==> config.mk <==
export PLATFORM = sky130hd
export DESIGN_NAME = mips_multicycle_ctrl
export DESIGN_NICKNAME = d
export VERILOG_FILES = /design/src/rtl/mips_multicycle_ctrl.sv
export SDC_FILE = /design/constraint.sdc
export NUM_CORES = 1
export LEC_CHECK = 0
export BUFFER_PORTS_ARGS = -buffer_cell sky130_fd_sc_hd__buf_2
export CAP_MARGIN = 20
export CORE_MARGIN = 2
export CORE_UTILIZATION = 39
export CTS_CLUSTER_DIAMETER = 120
export CTS_CLUSTER_SIZE = 40
export DETAILED_ROUTE_END_ITERATION = 16
export PLACE_DENSITY = 0.71
export SLEW_MARGIN = 20
export SYNTH_ARGS = -nofsm -noshare
export SYNTH_HDL_FRONTEND = slang
export SYNTH_SLANG_ARGS = --single-unit
==> constraint.sdc <==
create_clock -name clk -period 4.1 [get_ports clk]
set_input_delay 0.41 -clock clk [delete_from_list [all_inputs] [get_ports clk]]
set_output_delay 0.41 -clock clk [all_outputs]
set_load 0.01 [all_outputs]
==> src/rtl/mips_multicycle_ctrl.sv <==
// Multicycle MIPS main control: Moore FSM that sequences the datapath strobes
// for LW/SW/R-type/SPECIAL2 CLO-CLZ/BEQ/J/ADDI and flags undecodable opcodes.
`timescale 1ns/1ps
module mips_multicycle_ctrl #(
  parameter int         ALUOP_W   = 6,
  parameter logic [5:0] FUNCT_CLO = 6'b100001,
  parameter logic [5:0] FUNCT_CLZ = 6'b100000
) (
  input  logic               clk,
  input  logic               reset_n,
  input  logic [5:0]         opcode,
  input  logic [5:0]         funct,
  input  logic               mem_ready,
  output logic [ALUOP_W-1:0] aluOp,
  output logic               aluSrcA,
  output logic [1:0]         aluSrcB,
  output logic               iorD,
  output logic               memRead,
  output logic               memWrite,
  output logic               irWrite,
  output logic               pcWrite,
  output logic               pcWriteCond,
  output logic               regWrite,
  output logic               regDst,
  output logic               memToReg,
  output logic [1:0]         pcSource,
  output logic               illegal_op,
  output logic [3:0]         state
);

  localparam logic [5:0] OP_RTYPE    = 6'b000000;
  localparam logic [5:0] OP_SPECIAL2 = 6'b011100;
  localparam logic [5:0] OP_LW       = 6'b100011;
  localparam logic [5:0] OP_SW       = 6'b101011;
  localparam logic [5:0] OP_BEQ      = 6'b000100;
  localparam logic [5:0] OP_J        = 6'b000010;
  localparam logic [5:0] OP_ADDI     = 6'b001000;

  localparam logic [ALUOP_W-1:0] AOP_RTYPE = ALUOP_W'(0);
  localparam logic [ALUOP_W-1:0] AOP_SPC2  = ALUOP_W'(1);
  localparam logic [ALUOP_W-1:0] AOP_ADD   = ALUOP_W'(2);
  localparam logic [ALUOP_W-1:0] AOP_SUB   = ALUOP_W'(3);

  typedef enum logic [3:0] {
    S_FETCH     = 4'd0,
    S_DECODE    = 4'd1,
    S_MEM_ADDR  = 4'd2,
    S_MEM_READ  = 4'd3,
    S_MEM_WB    = 4'd4,
    S_MEM_WRITE = 4'd5,
    S_EXECUTE   = 4'd6,
    S_R_WB      = 4'd7,
    S_BRANCH    = 4'd8,
    S_JUMP      = 4'd9,
    S_ADDI_EXEC = 4'd10,
    S_ADDI_WB   = 4'd11
  } state_t;

  state_t r_state;
  state_t w_next;
  logic   r_special2;
  logic   r_is_lw;
  logic   r_illegal;
  logic   w_illegal;

  // Only the LW/SW distinction and the SPECIAL2 flag survive past DECODE.
  always_ff @(posedge clk or negedge reset_n) begin
    if (!reset_n) begin
      r_state    <= S_FETCH;
      r_special2 <= 1'b0;
      r_is_lw    <= 1'b0;
      r_illegal  <= 1'b0;
    end else begin
      r_state   <= w_next;
      r_illegal <= w_illegal;
      if (r_state == S_DECODE) begin
        r_special2 <= (opcode == OP_SPECIAL2);
        r_is_lw    <= (opcode == OP_LW);
      end
    end
  end

  always_comb begin
    w_next      = r_state;
    w_illegal   = 1'b0;
    aluOp       = AOP_ADD;
    aluSrcA     = 1'b0;
    aluSrcB     = 2'b00;
    iorD        = 1'b0;
    memRead     = 1'b0;
    memWrite    = 1'b0;
    irWrite     = 1'b0;
    pcWrite     = 1'b0;
    pcWriteCond = 1'b0;
    regWrite    = 1'b0;
    regDst      = 1'b0;
    memToReg    = 1'b0;
    pcSource    = 2'b00;
    case (r_state)
      S_FETCH: begin
        memRead = 1'b1;
        aluSrcB = 2'b01;
        irWrite = mem_ready;
        pcWrite = mem_ready;
        if (mem_ready) w_next = S_DECODE;
      end
      S_DECODE: begin
        aluSrcB = 2'b11;
        case (opcode)
          OP_RTYPE: w_next = S_EXECUTE;
          OP_SPECIAL2: begin
            if (funct == FUNCT_CLO || funct == FUNCT_CLZ) begin
              w_next = S_EXECUTE;
            end else begin
              w_next    = S_FETCH;
              w_illegal = 1'b1;
            end
          end
          OP_LW, OP_SW: w_next = S_MEM_ADDR;
          OP_BEQ:       w_next = S_BRANCH;
          OP_J:         w_next = S_JUMP;
          OP_ADDI:      w_next = S_ADDI_EXEC;
          default: begin
            w_next    = S_FETCH;
            w_illegal = 1'b1;
          end
        endcase
      end
      S_MEM_ADDR: begin
        aluSrcA = 1'b1;
        aluSrcB = 2'b10;
        w_next  = r_is_lw ? S_MEM_READ : S_MEM_WRITE;
      end
      S_MEM_READ: begin
        memRead = 1'b1;
        iorD    = 1'b1;
        if (mem_ready) w_next = S_MEM_WB;
      end
      S_MEM_WB: begin
        regWrite = 1'b1;
        memToReg = 1'b1;
        w_next   = S_FETCH;
      end
      S_MEM_WRITE: begin
        memWrite = 1'b1;
        iorD     = 1'b1;
        if (mem_ready) w_next = S_FETCH;
      end
      S_EXECUTE: begin
        aluSrcA = 1'b1;
        aluOp   = r_special2 ? AOP_SPC2 : AOP_RTYPE;
        w_next  = S_R_WB;
      end
      S_R_WB: begin
        regWrite = 1'b1;
        regDst   = 1'b1;
        w_next   = S_FETCH;
      end
      S_BRANCH: begin
        aluSrcA     = 1'b1;
        aluOp       = AOP_SUB;
        pcWriteCond = 1'b1;
        pcSource    = 2'b01;
        w_next      = S_FETCH;
      end
      S_JUMP: begin
        pcWrite  = 1'b1;
        pcSource = 2'b10;
        w_next   = S_FETCH;
      end
      S_ADDI_EXEC: begin
        aluSrcA = 1'b1;
        aluSrcB = 2'b10;
        w_next  = S_ADDI_WB;
      end
      S_ADDI_WB: begin
        regWrite = 1'b1;
        w_next   = S_FETCH;
      end
      default: w_next = S_FETCH;
    endcase
  end

  assign illegal_op = r_illegal;
  assign state      = r_state;

endmodule

After elaboration in Yosys (flattened, before gate mapping)

Index checks and enable logic that the tools add are counted.

$add $sub $neg: 0
Multipliers: 0
Divide/modulo/power cells: 0
$lt $le $gt $ge: 0
Eq/ne operators: 22
Shift operators: 0
Muxes and demuxes: 24
Bitwise logic cells: 0
Reduce and logical (&&, ||, !) cells: 11

Operators with widths:

| cell                                                             | number |
|---|---|
| 4-bit one-hot mux with 7 select lines                            | 1 |
| 6-bit == test (second input constant)                            | 4 |
| 4-bit one-hot mux with 6 select lines                            | 1 |
| 4-bit by 3-bit == test with 1-bit output (second input constant) | 4 |
| 4-bit == test (second input constant)                            | 4 |
| 1-bit 2-to-1 mux                                                 | 12 |
| 4-bit 2-to-1 mux                                                 | 3 |
| 4-bit by 2-bit == test with 1-bit output (second input constant) | 2 |
| 2-bit one-hot mux with 2 select lines                            | 2 |
| 2-bit OR reduction                                               | 4 |
| 6-bit by 2-bit == test with 1-bit output (second input constant) | 1 |
| 6-bit by 3-bit == test with 1-bit output (second input constant) | 1 |
| 6-bit by 4-bit == test with 1-bit output (second input constant) | 1 |
| 6-bit by 5-bit == test with 1-bit output (second input constant) | 1 |
| 6-bit zero test                                                  | 1 |
| 3-bit 2-to-1 mux                                                 | 2 |
| 2-bit != test (second input constant)                            | 3 |
| 2-bit one-hot mux with 3 select lines                            | 1 |
| 6-bit OR reduction                                               | 1 |
| 4-bit by 1-bit == test with 1-bit output (second input constant) | 1 |
| 4-bit zero test                                                  | 1 |
| 1-bit one-hot mux with 2 select lines                            | 2 |
| 4-bit OR reduction                                               | 1 |
| 3-bit AND reduction                                              | 1 |
| 2 further kinds                                                  | 2 |

Register bits: 7
Latch bits: 0
RAM bits: 0
Memory bits (read-only): 0
Bits of input ports: 15
Memories: 0

Longest topological paths before layout

Gate-level depths: netlist of the first run.

Depth in word-level cells: 5
Gate-level depth with buffers: 5

Least setup slack after synthesis of the first run

No wires, ideal clock.

Path kind: flip-flop to output port
Start: register r_state[2] (netlist: state[2])
End: output port pcSource[0]
Arrival time: 1.276 ns
Slack: 2.414 ns
Stages on the path, launching flop included: 5
Path through: dfrtp_1 buf_2 nand2b_1 nor3_1 buf_4

Word-level cells in the longest chain between the ends: 2

RTL lines:

| item                                    | RTL line | text |
|---|---|---|
| start, declared                         | 59       | `state_t r_state;` |
| start signal, assigned                  | 74       | `r_state <= w_next;` |
| 4-bit == test                           | 99       | `case (r_state)` |
| 2-bit one-hot mux with 2 select lines * | 99       |  |
| end, declared                           | 26       | `output logic [1:0] pcSource,` |

Mark *: on every way between the ends. The rest lies on a longest branch, timed or not.

Worst setup path in the final report of the first run

Start: register r_state[1] (netlist: state[1])
End: output port aluSrcB[1]

Word-level cells in the longest chain between the ends: 3

RTL lines:

| item                                                                      | RTL line | text |
|---|---|---|
| 4-bit == test or 4-bit by 2-bit == test with 1-bit output (tied branches) | 99       |  |
| 2-bit OR reduction (no source line)                                       | n/a      |  |
| 2-bit one-hot mux with 3 select lines *                                   | 99       |  |
| end, declared                                                             | 16       | `output logic [1:0] aluSrcB,` |

Marked as above.

==> results of run 1 <==
[logic make-up after synthesis]
| kind of cell | Yosys count | share of synthesized area [%] |
|---|---|---|
| AOI/OAI and AO/OA | 23 | 21.2 |
| muxes | 1 | 1.54 |
| other | 1 | 0.511 |
| xor gates and xnor gates | 2 | 2.39 |
| adders and majority gates | 1 | 1.37 |
| DFF | 7 | 23.9 |
| and+or+nand+nor | 53 | 38.9 |
| buffers and inverters | 13 | 10.2 |
[flip-flops by register name, indices dropped and copies added, names as in the netlist]
signal / count
state: 4
r_is_lw: 1
illegal_op: 1
r_special2: 1
[power groups by stage]
stage,clock (W),sequential [W],combinational (W)
after global routing,0.0000680,0.0000869,0.0000909
after global placement,0,0.0000861,0.0000798
after floorplan,0,0.0000812,0.0000587
final,0.0000602,0.0000851,0.0000808
after detailed placement,0,0.0000866,0.0000804
after CTS,0.0000634,0.0000853,0.0000815
[worst reg2reg max path: cells and delay by family, from the launching register on]
family | cells | cell delay (ps)
flops | 1 | 630
simple gates | 1 | 510
compound gates | 3 | 450
[metal layers]
layer	GRT usage [%]	wire length (um)	part of all wire [%]	vias up
li1	-	-	-	412
met1	19.0	774	47	338
met2	25.9	751	46	38
met3	1.15	105	6.4	0
met4	6.67	0	0	0
met5	0	0	0	-
[how the worst max path moves through the flow]
stage / start / endpoint / slack, ps / cells after the start
2_1_floorplan: state[2] / pcSource[0] / 2410 / 4
5_1_grt: state[1] / aluSrcB[1] / 1800 / 4
3_3_place_gp: state[1] / aluSrcB[1] / 2220 / 4
3_5_place_dp: state[1] / aluSrcB[1] / 2200 / 4
6_report: state[1] / aluSrcB[1] / 1960 / 4
4_1_cts: state[1] / aluSrcB[1] / 1940 / 4
[cell usage after synthesis, drive strengths merged]
cell type and n:
nor2 17, buf 10, nand2 10, dfrtp 7
nand2b 7, nor3 7, a21oi 6, o21ai 3
a22oi 2, clkbuf 2, nor2b 2, nor4 2
o22ai 2, o32ai 2, a211oi 1, a31oi 1
and2b 1, and3 1, conb 1, inv 1
maj3 1, mux2 1, nand3 1, nand4b 1
nor3b 1, o2111ai 1, o211a 1, o21bai 1
o2bb2ai 1, o31ai 1, o41ai 1, or2 1
or4 1, or4b 1, xnor2 1, xor2 1
[metrics by stage]
step                power (W)  hold slack, ps  setup WS (ps)  std cells
global route         0.000246             457           1800        156
CTS                  0.000230             444           1940        156
detailed placement   0.000167             246           2200        151
finish               0.000226             453           1960        156
floorplan            0.000140             114           2410        104
global placement     0.000166             244           2220        151
[timing repair]
action / in CTS / in global routing
hold buffers: 1 / 0
gates resized for setup: 0 / 0
endpoints found under the hold margin: 7 / 0
[placed cells by master, fill, tap and decap left out, types with 2 or more instances in the layout]
cell	synthesis	routed
nor3_1	7	7
conb_1	1	4
nor2_1	16	16
nor2b_1	2	2
o21ai_0	3	3
nand2_1	10	10
o22ai_1	2	2
dfrtp_1	7	7
a22oi_1	2	2
a21oi_1	6	6
buf_2	5	34
clkbuf_4	0	3
nand2b_1	7	7
o32ai_1	2	2
[cell type report]
type	count	share of cell area, %
repair buffers	35	19.8
clock buffers	4	2.88
inverters	1	0.412
well taps	25	3.43
flip-flops and latches	7	19.2
multi-input cells	84	54.3
==> reports/metrics.csv, run 1 <==
metric,value,unit
status,"finished, final reports clean",
ir_drop,105,uV
cts_setup_buffers,0,
finalNetCount,147,
cp-end-kind,output port,
clk_latency,240,ps
layout-drive-gt1-share,32.1,%
drtIter0Drc,17,
ys_warn_count,0,
grt_pass1_wl,2420,um
drt_wl_total,1630,um
syn_inst,101,
cpPeakStageDelay,630,ps
slew_viol_final,0,
comb_power_share,35.7,%
synthDistinctLibCells,40,
antenna_left,0,
hold_viol_final,0,
fill_cells,174,
cts_buffers,3,
cap_violations,0,
relSlewSlack,63.9,%
dp_hpwl,1260,um
p_leak,0.433,nW
fin_area,911,sq um
p_int,0.000146,W
synth-seq-cells,7,
rr_endpoint,state[2],
grt_max_degree,21,
setup_viol,0,
synth_area,733,sq um
cts_buffer_depth,2,
synth_top_area_share,23.9,%
cts_sinks,7,
crit_top_cell,nor2_1,
overflow,0,
min_period,2140,ps
pwr-share-clk,26.6,%
fin_skew,1.09,ps
holdPathStages,2,
core_area,1750,sq um
clock.fmax,468,MHz
std_cell_rows,15,
die_w,47.4,um
synth_area_leaders,"dfrtp_1 24%, nor2_1 8.2%, nand2b_1 6.0%, buf_4 5.1%, nand2_1 5.1%",
vias,788,
seq_area,175,sq um
critPathMaxFanout,17,
grt_pass1_vias,612,
critPathLaunchType,flop,
tns,0,ps
design.die.area,2240,sq um
io_pins,40,
path_delay_family,simple AND/OR/NAND/NOR gates,
rsz0062_at_grt,false,
hold_end,r_is_lw,
crit_buf_inv,1,
tightest_slew,542,ps
swShare,35.6,%
synth_area_leader_cell,dfrtp_1,
cts_tree,built,
wl_per_cell,10.5,um
hold_path.class,input port to flop,
utilization,52.2,%
timing.rr.start,state[1],
reg2reg_setup_slack,2430,ps
clk_pin_slew,50,ps
power_switching,0.0000804,W
power_density,248,nW/um^2
worstRegToRegCells,4,
min_period_over_period,52.2,%
required,3690,ps
drc_errors,0,
yosysSeqAreaShare,23.9,%
htreeDepth,1,
root_buffer,clkbuf_4,
path_class,flop to output port,
multi_input_area,494,sq um
track_usage,15.0,%
sequentialPowerShare,37.6,%
syn_avg_cell_area,7.26,sq um
area_growth,24.2,%
cpMaxStageDelayCell,dfrtp_1,
die_y,47.4,um
n_antenna_cell,0,
io_buffer_count,34,
start_util,42.0,%
first_pass_iters,4,
dpl-instance-area,875,sq um
antenna_found_initial,0,
min_from,opcode[3],
viasPerCell,5.05,
gp_congestion,0.737,
arrival,1730,ps
path_cells,nor2b_1 -> nor2_1 -> nor2_1 -> buf_2,
Power figures use the tool's default switching activity.
==> run 2, diff against run 1 <==
--- a/config.mk
+++ b/config.mk
@@ -12,7 +12,7 @@
 export CTS_CLUSTER_DIAMETER = 120
 export CTS_CLUSTER_SIZE = 40
 export DETAILED_ROUTE_END_ITERATION = 16
-export PLACE_DENSITY = 0.71
+export PLACE_DENSITY = 0.74
 export SLEW_MARGIN = 20
 export SYNTH_ARGS = -nofsm -noshare
 export SYNTH_HDL_FRONTEND = slang
==> constraint.sdc (replaced) <==
create_clock -name clk -period 1.84 [get_ports clk]
set_input_delay 0.184 -clock clk [delete_from_list [all_inputs] [get_ports clk]]
set_output_delay 0.184 -clock clk [all_outputs]
set_load 0.01 [all_outputs]
==> run 2 against run 1 <==
Against the previous run: sequential power rose by 120%; power rose by 130%; die area stayed put; largest cell class unchanged; highest routed layer unchanged.
==> reports/metrics.csv, run 2 (synthesis gave the netlist of run 1 again) <==
metric,value,unit,change
dp.cells,154,,+2.0%
overflow,0,,unchanged
track_usage,16.8,%,+1.8 points
cts_tree,built,,
clk_latency,250,ps,about the same
path_delay_family,flip-flops,,
setup_viol,0,,unchanged
fill_cells,195,,+12%
antenna_left,0,,unchanged
multi_input_area,494,sq um,unchanged
critPathMaxFanout,14,,-3
finalNonFillerCells,159,,+1.9%
crit_buf_inv,1,,unchanged
min_period_over_period,90.7,%,
hold_viol_final,0,,unchanged
root_buffer,clkbuf_4,,
dp_slack,282,ps,-1920 ps
io_buffer_count,34,,unchanged
cts_sinks,7,,unchanged
drtIter0Drc,10,,-7
cap_violations,0,,unchanged
arrival,1490,ps,-240 ps
mostFrequentLayoutCell,buf_2,,
cts_buffers,3,,unchanged
largest_reg_flops,4,,unchanged
start_util,42.0,%,unchanged
min_from,opcode[3],,
grt_max_degree,17,,-19%
timing.rr.start,state[1],,
cpMaxStageDelayCell,dfrtp_1,,
hold_end,r_is_lw,,
hold_path.class,input port to flop,,
crit_top_cell,nor2_1,,
power_density,546,nW/um^2,+120%
die_w,47.4,um,unchanged
gp_congestion,0.791,,+7.3%
seq_area,178,sq um,+1.4%
cpPeakStageDelay,580,ps,-50 ps
grt_pass1_wl,2740,um,+13%
viasPerCell,5.15,,+2.0%
vias,819,,+3.9%
design.die.area,2240,sq um,unchanged
n_antenna_cell,0,,unchanged
cts_buffer_depth,2,,unchanged
drt_wl_total,1740,um,+6.5%
wl_per_cell,10.9,um,+4.5%
rsz0062_at_grt,false,,
area_growth,27.6,%,
status,"finished, final reports clean",,
core_area,1750,sq um,unchanged
min_period,1670,ps,
tns,0,ps,unchanged
path_class,flop to output port,,
dp_hpwl,1390,um,+10%
grt_pass1_vias,668,,+9.2%
first_pass_iters,4,,unchanged
clk_pin_slew,50,ps,about the same
critPathLaunchType,flop,,
htreeDepth,1,,unchanged
holdPathStages,2,,unchanged
die_y,47.4,um,unchanged
required,1660,ps,-2030 ps
mostFrequentLayoutCells,"34 x buf_2, 16 x nor2_1, 10 x nand2_1",,
reg2reg_setup_slack,350,ps,-2080 ps
fin_skew,1.72,ps,+0.633 ps
finalNetCount,150,,+2.0%
p_leak,0.447,nW,+3.1%
std_cell_rows,15,,unchanged
io_pins,40,,unchanged
cp-end-kind,output port,,
drc_errors,0,,unchanged
slew_viol_final,0,,unchanged
rr_endpoint,state[0],,
clock.fmax,599,MHz,
antenna_found_initial,0,,unchanged
path_cells,nand2b_1 -> nor2_1 -> a31oi_1 -> nor2_1 -> buf_2,,
ir_drop,384,uV,+270%
layout-drive-gt1-share,35.1,%,+3.0 points
worstRegToRegCells,4,,unchanged
setup_slack,170,ps,-1790 ps
[run 2: metrics by stage]
step	power, W	util [%]	area [sq um]	hold slack [ps]
after floorplan	0.000312	-	744	-112
after global placement	0.000372	51.4	897	19.1
after detailed placement	0.000377	51.4	897	22.1
after CTS	0.000513	53.5	933	227
after global routing	0.000547	53.6	936	248
final	0.000511	53.6	936	229
[run 2: worst register-to-register path, delay by kind of cell (launching register included)]
family	cells	cell delay (ps)
AOI/OAI and AO/OA	1	160
DFF	1	470
and+or+nand+nor	3	770
[run 2: worst max-delay path by stage]
| stage | from | end | slack (ps) | depth (start not counted) |
|---|---|---|---|---|
| 2_1_floorplan | state[2] | pcSource[0] | 380 | 4 |
| 3_3_place_gp | state[0] | state[0] | 310 | 4 |
| 3_5_place_dp | state[0] | state[0] | 280 | 4 |
| 4_1_cts | state[0] | pcWrite | 100 | 4 |
| 5_1_grt | state[2] | aluOp[0] | 50 | 5 |
| 6_report | state[2] | aluOp[0] | 170 | 5 |
[run 2: layer usage]
metal | routed length (um) | GRT usage, % | part of all wire [%] | up-vias
met5 | 0 | 0 | 0 | -
met4 | 0 | 5.00 | 0 | 0
met3 | 109 | 1.15 | 6.3 | 0
met2 | 841 | 29.5 | 48 | 35
met1 | 786 | 21.9 | 45 | 364
li1 | - | - | - | 420
[run 2: repair_timing]
item / in CTS / in global routing
setup endpoints to repair: 0 / 2
hold endpoints to repair: 7 / 0
resized for setup: 0 / 2
hold buffers: 1 / 0
buffers inserted: 0 / 0
[run 2: cell type report]
type	count	area share, %
timing repair buffer	38	21.7
tap	25	3.34
multi-input combinational	84	52.8
sequential	7	19.0
clock buffer	4	2.81
inverter	1	0.401
[run 2: where the power goes]
part           switching [W]  total (W)  internal, W
clock              0.0000530   0.000136    0.0000825
combinational       0.000107   0.000187    0.0000802
sequential         0.0000228   0.000189     0.000166
total               0.000183   0.000511     0.000329
